`config.mk`:
```
export PLATFORM = sky130hd
export DESIGN_NAME = lpif_state_ctrl
export DESIGN_NICKNAME = d
export VERILOG_FILES = /design/src/rtl/lpif_pkg.sv /design/src/rtl/lpif_stall_timer.sv /design/src/rtl/lpif_state_ctrl.sv
export SDC_FILE = /design/constraint.sdc
export NUM_CORES = 1
export LEC_CHECK = 0
export CAP_MARGIN = 0
export CORE_MARGIN = 8
export CORE_UTILIZATION = 50
export DETAILED_ROUTE_END_ITERATION = 12
export PLACE_DENSITY_LB_ADDON = 0.3
export REMOVE_ABC_BUFFERS = 1
export SYNTH_ARGS = -nofsm -noshare
export SYNTH_HDL_FRONTEND = slang
export SYNTH_SLANG_ARGS = --single-unit
```
`constraint.sdc`:
```
create_clock -name clk -period 4.4 [get_ports clk]
set_input_delay 0.66 -clock clk [delete_from_list [all_inputs] [get_ports clk]]
set_output_delay 0.66 -clock clk [all_outputs]
set_load 0.05 [all_outputs]
```
`src/rtl/lpif_pkg.sv`:
```
// Shared LPIF state encodings, internal controller states and the fixed protocol code.
// Optional L1 support is compiled in with LPIF_L1_EN.
package lpif_pkg;

  typedef enum logic [3:0] {
    LPIF_RESET     = 4'b0000,
    LPIF_ACTIVE    = 4'b0001,
    LPIF_L1        = 4'b0100,
    LPIF_LINKRESET = 4'b1001,
    LPIF_RETRAIN   = 4'b1011,
    LPIF_DISABLED  = 4'b1100
  } lpif_state_e;

  // STALL is internal only; it reports as ACTIVE on state_sts.
  typedef enum logic [2:0] {
    ST_RESET,
    ST_ACTIVE,
    ST_RETRAIN,
    ST_STALL,
    ST_LINKRESET,
    ST_DISABLED
`ifdef LPIF_L1_EN
    , ST_L1
`endif
  } fsm_e;

  localparam logic [2:0] PROTOCOL_PCIE = 3'b000;

  function automatic logic [3:0] sts_of(input fsm_e s);
    case (s)
      ST_ACTIVE, ST_STALL: sts_of = LPIF_ACTIVE;
      ST_RETRAIN:          sts_of = LPIF_RETRAIN;
      ST_LINKRESET:        sts_of = LPIF_LINKRESET;
      ST_DISABLED:         sts_of = LPIF_DISABLED;
`ifdef LPIF_L1_EN
      ST_L1:               sts_of = LPIF_L1;
`endif
      default:             sts_of = LPIF_RESET;
    endcase
  endfunction

  function automatic logic up_of(input fsm_e s);
    case (s)
      ST_ACTIVE, ST_RETRAIN, ST_STALL: up_of = 1'b1;
`ifdef LPIF_L1_EN
      ST_L1:                           up_of = 1'b1;
`endif
      default:                         up_of = 1'b0;
    endcase
  endfunction

endpackage

```
`src/rtl/lpif_stall_timer.sv`:
```
// Counts cycles spent in STALL; expired flags the TIMEOUT-th cycle so the exit lands on that edge.
// Counter clears on stall entry and saturates at TIMEOUT.
module lpif_stall_timer #(
  parameter int TIMEOUT = 255,
  parameter int W       = 8
) (
  input  logic clk,
  input  logic reset,
  input  logic clear,
  input  logic enable,
  output logic expired
);

  logic [W-1:0] cnt;

  always_ff @(posedge clk or posedge reset) begin
    if (reset)                             cnt <= '0;
    else if (clear)                        cnt <= '0;
    else if (enable && cnt != W'(TIMEOUT)) cnt <= cnt + 1'b1;
  end

  assign expired = (cnt >= W'(TIMEOUT - 1));

endmodule

```
`src/rtl/lpif_state_ctrl.sv`:
```
// LPIF PHY-side state controller: RESET/ACTIVE/RETRAIN/LINKRESET/DISABLED plus a stall handshake.
// L1 entry is built only when LPIF_L1_EN is defined; all outputs are registered.
module lpif_state_ctrl
  import lpif_pkg::*;
#(
  parameter int STALL_TIMEOUT = 255
) (
  input  logic       clk,
  input  logic       reset,
  input  logic [3:0] state_req,
  input  logic       stall_ack,
  input  logic       ltssm_l0,
  input  logic       ltssm_recovery,
  input  logic [2:0] lane_width,
  output logic [3:0] state_sts,
  output logic       link_up,
  output logic       stall_req,
  output logic       protocol_valid,
  output logic [2:0] protocol,
  output logic [2:0] link_cfg,
  output logic       phyinrecenter,
  output logic       phyinl1
);

  localparam int CW = ($clog2(STALL_TIMEOUT + 1) > 8) ? $clog2(STALL_TIMEOUT + 1) : 8;

  fsm_e state, nxt, tgt, req_tgt;
  logic link_down, req_stall, stall_exp;

  assign link_down = !ltssm_l0 && !ltssm_recovery;

  always_comb begin
    req_stall = 1'b1;
    req_tgt   = ST_LINKRESET;
    case (state_req)
      LPIF_LINKRESET: req_tgt = ST_LINKRESET;
      LPIF_DISABLED:  req_tgt = ST_DISABLED;
`ifdef LPIF_L1_EN
      LPIF_L1:        req_tgt = ST_L1;
`endif
      default:        req_stall = 1'b0;
    endcase
  end

  // Priority: link down, then recovery, then ack/timeout, then state_req.
  always_comb begin
    nxt = state;
    case (state)
      ST_RESET:
        if (state_req == LPIF_ACTIVE && ltssm_l0) nxt = ST_ACTIVE;
      ST_ACTIVE:
        if (link_down)           nxt = ST_RESET;
        else if (ltssm_recovery) nxt = ST_RETRAIN;
        else if (req_stall)      nxt = ST_STALL;
      ST_RETRAIN:
        if (link_down)           nxt = ST_RESET;
        else if (ltssm_l0 && !ltssm_recovery) nxt = ST_ACTIVE;
      ST_STALL:
        if (link_down)                   nxt = ST_RESET;
        else if (ltssm_recovery)         nxt = ST_RETRAIN;
        else if (stall_ack || stall_exp) nxt = tgt;
      ST_LINKRESET, ST_DISABLED:
        if (state_req == LPIF_ACTIVE) nxt = ST_RESET;
`ifdef LPIF_L1_EN
      ST_L1:
        if (link_down)                     nxt = ST_RESET;
        else if (state_req == LPIF_ACTIVE) nxt = ST_RETRAIN;
`endif
      default: nxt = ST_RESET;
    endcase
  end

  lpif_stall_timer #(.TIMEOUT(STALL_TIMEOUT), .W(CW)) u_timer (
    .clk     (clk),
    .reset   (reset),
    .clear   (state == ST_ACTIVE && nxt == ST_STALL),
    .enable  (state == ST_STALL),
    .expired (stall_exp)
  );

  always_ff @(posedge clk or posedge reset) begin
    if (reset) begin
      state          <= ST_RESET;
      tgt            <= ST_LINKRESET;
      state_sts      <= LPIF_RESET;
      link_up        <= 1'b0;
      stall_req      <= 1'b0;
      protocol_valid <= 1'b0;
      protocol       <= '0;
      link_cfg       <= '0;
      phyinrecenter  <= 1'b0;
      phyinl1        <= 1'b0;
    end else begin
      state          <= nxt;
      if (state == ST_ACTIVE && nxt == ST_STALL) tgt <= req_tgt;
      state_sts      <= sts_of(nxt);
      link_up        <= up_of(nxt);
      stall_req      <= (nxt == ST_STALL);
      protocol_valid <= (state == ST_RESET && nxt == ST_ACTIVE);
      if (state == ST_RESET && nxt == ST_ACTIVE) link_cfg <= lane_width;
      protocol       <= PROTOCOL_PCIE;
      phyinrecenter  <= (nxt == ST_RETRAIN);
`ifdef LPIF_L1_EN
      phyinl1        <= (nxt == ST_L1);
`else
      phyinl1        <= 1'b0;
`endif
    end
  end

endmodule

```
==> impl_metrics.tcl, run 1 <==
set metrics [dict create \
    fmax_mhz 465.5 \
    slew_viol_final 0 \
    hold_path.class "reg2reg" \
    ys_seq_elements 23 \
    cts_resized 0 \
    worst-setup-path-type "in2reg" \
    gp_congestion 0.8851 \
    tns_ps 0 \
    avgViaCountPerCell 5.380 \
    yosysWarningCount 0 \
    root_buffer "clkbuf_4" \
    overflow 0 \
    ir_worst_vdd_mv 0.2943 \
    slew_headroom_pct 43.26 \
    clk_pin_slew_ps 130 \
    drtIter0Drc 83 \
    dieArea_um2 4256 \
    hold_violations 0 \
    crit_arrival_ps 2350 \
    rows 18 \
    postCtsHoldBufs 0 \
    cts_buffers 3 \
    routed_wl_um 2474 \
    tightest_slew_ps 850.1 \
    rsz0062_at_grt "no" \
    start_kind "input pin" \
    ys_seq_area_share_pct 47.47 \
    skew_ps 6.635 \
    total_leakage_power_nw 0.6315 \
    cts_tree "yes" \
    reg2reg_from "state[1]" \
    powerDensity_nw_per_um2 442.2 \
    cts_setup_buffers 0 \
    cts_num_sinks 23 \
    status "complete, no violations" \
    htree_levels 1 \
    clockBufferDepth 2 \
    core_area_um2 2387 \
    io-pin-count 27 \
    hpwl_um 1930 \
    min_period_ps 2148 \
    wire_per_inst_um 14.90 \
    grt_pass1_vias 940 \
    setup_viol 0 \
    io_buffers 22 \
    diodes 0 \
    final_nets 151 \
    dr.pass1.iters 4 \
    multi_input_area_um2 588.1 \
    avgSynthCellArea_um2 10.73 \
    p_total_mw 0.6490 \
    drv_cap 0 \
    synth_area_um2 1212 \
    synth_cells 113 \
    fill_cells 215 \
    drc 0 \
    antenna_found_initial 0 \
    ant_nets 0 \
    startpoint "state_req[1]" \
    clock_latency_ps 300 \
    required_ps 4610 \
    grt_usage_pct 12.68 \
    synth.distinct_cells 48 \
    synthToLayoutAreaGrowth_pct 21.05 \
    grt_pass1_wl_um 4367 \
    end_kind "flip-flop" \
    via_count 893 \
    drive_gt1_share_pct 13.24 \
    worstHoldStart "link_cfg[2]" \
    initial_core_util_pct 50.79 \
    die_y_um 65.24 \
    fp.dieW_um 65.24 \
    cp_max_fo 9 \
    seq_area_um2 575.6 \
    min_period_over_period_pct 48.82 \
    grt_max_degree 24 \
]
[cells in the final DEF, fill, tap and decap left out, types with 2 or more instances in the layout]
cell type / Yosys / final
a31oi_1: 2 / 2
and2_1: 2 / 2
and3b_2: 2 / 2
clkbuf_4: 0 / 3
clkdlybuf4s50_1: 0 / 22
clkinv_1: 2 / 2
conb_1: 1 / 4
dfrtp_1: 23 / 23
ha_1: 2 / 2
inv_1: 3 / 3
nand2_1: 12 / 12
nand2b_1: 2 / 2
nand3_1: 5 / 5
nor2_1: 10 / 10
nor3_1: 3 / 3
nor3b_1: 4 / 4
xnor2_1: 3 / 3
[registers in the layout, summed over array words and instances (netlist names)]
| name | cells |
|---|---|
| stall_req | 1 |
| link_cfg | 3 |
| state_sts | 4 |
| protocol_valid | 1 |
| u_timer.cnt | 8 |
| link_up | 1 |
| tgt | 1 |
| state | 3 |
| phyinrecenter | 1 |
[per-stage QoR]
stage                     hold WS, ps  utilization [%]  setup WS, ps  instance area (µm²)  instances
after floorplan                 474.2                -          2548                 1182        110
after global placement          460.5            60.32          1968                 1440        162
after detailed placement        467.9            60.32          1915                 1440        162
after CTS                       496.5            61.48          2252                 1468        166
after global routing            535.0            61.48          2179                 1468        166
final                           491.8            61.48          2252                 1468        166
[worst paths after layout]
check | endpoint | slack, ps | depth (start not counted)
setup / recovery | tgt[0] | 2250 | 5
hold / removal | link_cfg[2] | 490 | 2
setup reg to reg | tgt[0] | 2580 | 4
hold reg to reg | link_cfg[2] | 490 | 2
max in group asynchronous | state_sts[3] | 3060 | 2
min in group asynchronous | tgt[0] | 820 | 2
[power by group]
part	switching (mW)	internal (mW)	total, mW
combinational	0.154	0.0964	0.250
clock	0.0615	0.0338	0.0954
sequential	0.0499	0.254	0.304
total	0.265	0.384	0.649
[critical path, stage by stage]
cell and delay, ps:
clkdlybuf4s50_1 460, and4bb_1 330, nand2_2 70, nor4b_4 490, mux2_4 340
[logic make-up after synthesis]
logic type	after synthesis	synth area share, %
simple gates	56	29.21
xor+xnor	6	5.574
other cells	1	0.3093
flops	23	47.47
mux	2	2.064
buf+inv	11	4.954
compound gates	12	8.359
fa+ha+maj	2	2.064
[per-layer routing]
metal	share of wire, %	wire length [µm]	vias to the layer above	GRT usage (%)
li1	-	-	433	-
met1	44	1084	448	14.87
met2	52	1276	10	22.02
met3	4.1	101	2	3.912
met4	0.49	12	0	2.997
met5	0	0	-	0
[final cells by class]
type | instances | share of cell area [%]
multi-input combinational | 82 | 40.07
sequential | 23 | 39.22
timing repair buffer | 22 | 15.00
tap | 30 | 2.558
clock buffer | 3 | 1.535
inverter | 5 | 1.279
clock inverter | 1 | 0.3410
[synthesized netlist by cell type, drive strengths merged]
library cell  instances  area, µm²
nor4bb                1      10.01
o2111ai               1      8.760
nor3b                 4      30.03
o22a                  1      10.01
a31oi                 2      12.51
o211a                 1      10.01
xor2                  2      25.03
o32ai                 1      16.27
and3b                 3      28.78
nand2                13      51.30
o21ai                 1      5.000
and4                  1      8.760
and4bb                1      12.51
nor4                  1      6.260
mux2                  1      15.01
nand4                 1      6.260
inv                   3      11.26
a21boi                1      11.26
a21oi                 1      5.000
nand3b                1      7.510
buf                   5      37.54
mux2i                 1      10.01
and2                  2      12.51
nor3                  3      15.01
or4b                  1      10.01
nor2b                 2      20.02
conb                  1      3.750
clkinv                2      7.510
ha                    2      25.02
dfrtp                23      575.6
xnor2                 4      42.55
nor4b                 3      47.54
nand2b                2      12.51
o21bai                1      7.510
o211ai                1      7.510
a211oi                1      7.510
clkbuf                1      3.750
nand3                 5      25.02
and3                  1      6.260
nor2                 11      43.80
(Power assumes the default switching activity.)
==> run 2, diff against run 1 <==
- CORE_UTILIZATION: 50 -> 44
- clock period: 4.4 -> 1.9 ns (I/O delays scaled with it)
==> impl_metrics.tcl, run 2 (synthesized netlist as in run 1, its figures left out) <==
set metrics [dict create \
    r2r_slack_ps 170 \
    min_period_ps 1763 \
    cts_buffers 3 \
    overflow 0 \
    cp_max_fo 2 \
    r2r_end "state_sts[0]" \
    p_total_mw 1.500 \
    cts_setup_buffers 0 \
    cp_top_family "buffers and inverters" \
    fp.dieW_um 68.49 \
    final_nets 157 \
    clk_pin_slew_ps 120 \
    htree_levels 1 \
    tightest_slew_ps 505.1 \
    rows 19 \
    dr.pass1.iters 4 \
    postCtsHoldBufs 0 \
    drv_cap 0 \
    io-pin-count 27 \
    dieArea_um2 4691 \
    cts_resized 0 \
    status "complete, no violations" \
    core_area_um2 2686 \
    reg2reg_from "u_timer.cnt[0]" \
    root_buffer "clkbuf_4" \
    clock_latency_ps 300 \
    hold_path.class "in2async" \
    powerDensity_nw_per_um2 991.8 \
    grt_usage_pct 11.11 \
    p_sw_share_pct 40.10 \
    worst-path-buf-inv 1 \
    drive_gt1_share_pct 16.20 \
    ir_worst_vdd_mv 0.5039 \
    io_buffers 22 \
    p_comb_share_pct 38.5 \
    grt_pass1_vias 915 \
    reg.largest.list "u_timer.cnt: 8 flops, state_sts: 4 flops" \
    critPathMaxStageDelay_ps 800 \
    pwr-share-seq_pct 46.8 \
    final_common_cell "dfrtp_1" \
    slew_viol_final 0 \
    wire_per_inst_um 13.71 \
    top_register "u_timer.cnt" \
    skew_ps 0.8706 \
    p_sw_mw 0.6017 \
    die_y_um 68.49 \
    slew_headroom_pct 66.22 \
    routed_wl_um 2372 \
    grt_pass1_wl_um 4071 \
    gp_congestion 0.8303 \
    path_cells "clkdlybuf4s50_1" \
    fill_cells 230 \
    p_int_mw 0.8987 \
    drtIter0Drc 30 \
    synthToLayoutAreaGrowth_pct 24.77 \
    layout_common_cells "dfrtp_1, clkdlybuf4s50_1, nand2_1" \
    cts_num_sinks 23 \
    cts_tree "yes" \
    fmax_mhz 567.1 \
    diodes 0 \
    largest_reg_flops 8 \
    required_ps 1620 \
    total_leakage_power_nw 0.6582 \
    final_util_pct 56.31 \
    clockBufferDepth 2 \
    hold_violations 0 \
    min_period_over_period_pct 92.82 \
    avgViaCountPerCell 5.029 \
    via_count 870 \
    antenna_found_initial 0 \
    hpwl_um 1819 \
    start_kind "flip-flop" \
    drc 0 \
    grt_max_degree 24 \
    rsz0062_at_grt "no" \
    cp_slowest_cell "clkdlybuf4s50_1" \
    pwr-share-clk_pct 14.7 \
    end_kind "primary output" \
    crit_arrival_ps 1480 \
    setup_viol 0 \
    initial_core_util_pct 45.13 \
    r2r_cells 7 \
    worst-setup-path-type "reg2out" \
    ant_nets 0 \
]
## run 2: changes by cell type in the layout (fill, tap and decap cells not counted), sizes merged
cell    change
buf         +6
clkinv      -1
clkbuf      +1
## run 2: worst max-delay path by stage
stage                         from            to  slack [ps]  cells past startpoint
detailed placement    state_req[0]  state_sts[0]        -100                      6
global route        u_timer.cnt[0]  state_sts[0]          70                      7
CTS                    link_cfg[2]   link_cfg[2]         110                      1
floorplan                 state[1]        tgt[0]         280                      4
global placement      state_req[0]  state_sts[0]         -50                      6
finish                 link_cfg[2]   link_cfg[2]         140                      1
## run 2: per-stage QoR
step / hold WS, ps / instance area, µm² / cells / setup slack (ps) / TNS, ps
2_1_floorplan: 286.9 / 1182 / 110 / 280.2 / 0
3_3_place_gp: 457.6 / 1486 / 169 / -46.55 / -92.90
3_5_place_dp: 481.9 / 1486 / 169 / -97.26 / -220.2
4_1_cts: 309.1 / 1513 / 173 / 108.3 / 0
5_1_grt: 322.8 / 1513 / 173 / 73.84 / 0
6_report: 301.0 / 1513 / 173 / 136.5 / 0
## run 2: power groups by stage
| stage | Clock, mW | Combinational [mW] | Sequential [mW] |
|---|---|---|---|
| after floorplan | 0 | 0.318 | 0.793 |
| after global placement | 0 | 0.566 | 0.701 |
| after detailed placement | 0 | 0.580 | 0.708 |
| after CTS | 0.230 | 0.581 | 0.699 |
| after global routing | 0.250 | 0.630 | 0.721 |
| final | 0.220 | 0.578 | 0.702 |
## run 2: final cells by class
type                            count  area (µm²)  area share [%]
Tap cell                           31       38.79           2.564
Inverter                            5       18.77           1.241
Timing Repair Buffer               28       265.3           17.54
Sequential cell                    23       575.6           38.05
Clock buffer                        4       26.28           1.737
Multi-Input combinational cell     82       588.1           38.88
## run 2: layer usage
| metal | up-vias | track usage (%) | wire length, µm |
|---|---|---|---|
| met5 | - | 0 | 0 |
| met4 | 0 | 3.836 | 29 |
| met3 | 4 | 2.585 | 167 |
| met2 | 22 | 18.58 | 1061 |
| met1 | 401 | 13.70 | 1115 |
| li1 | 443 | - | - |
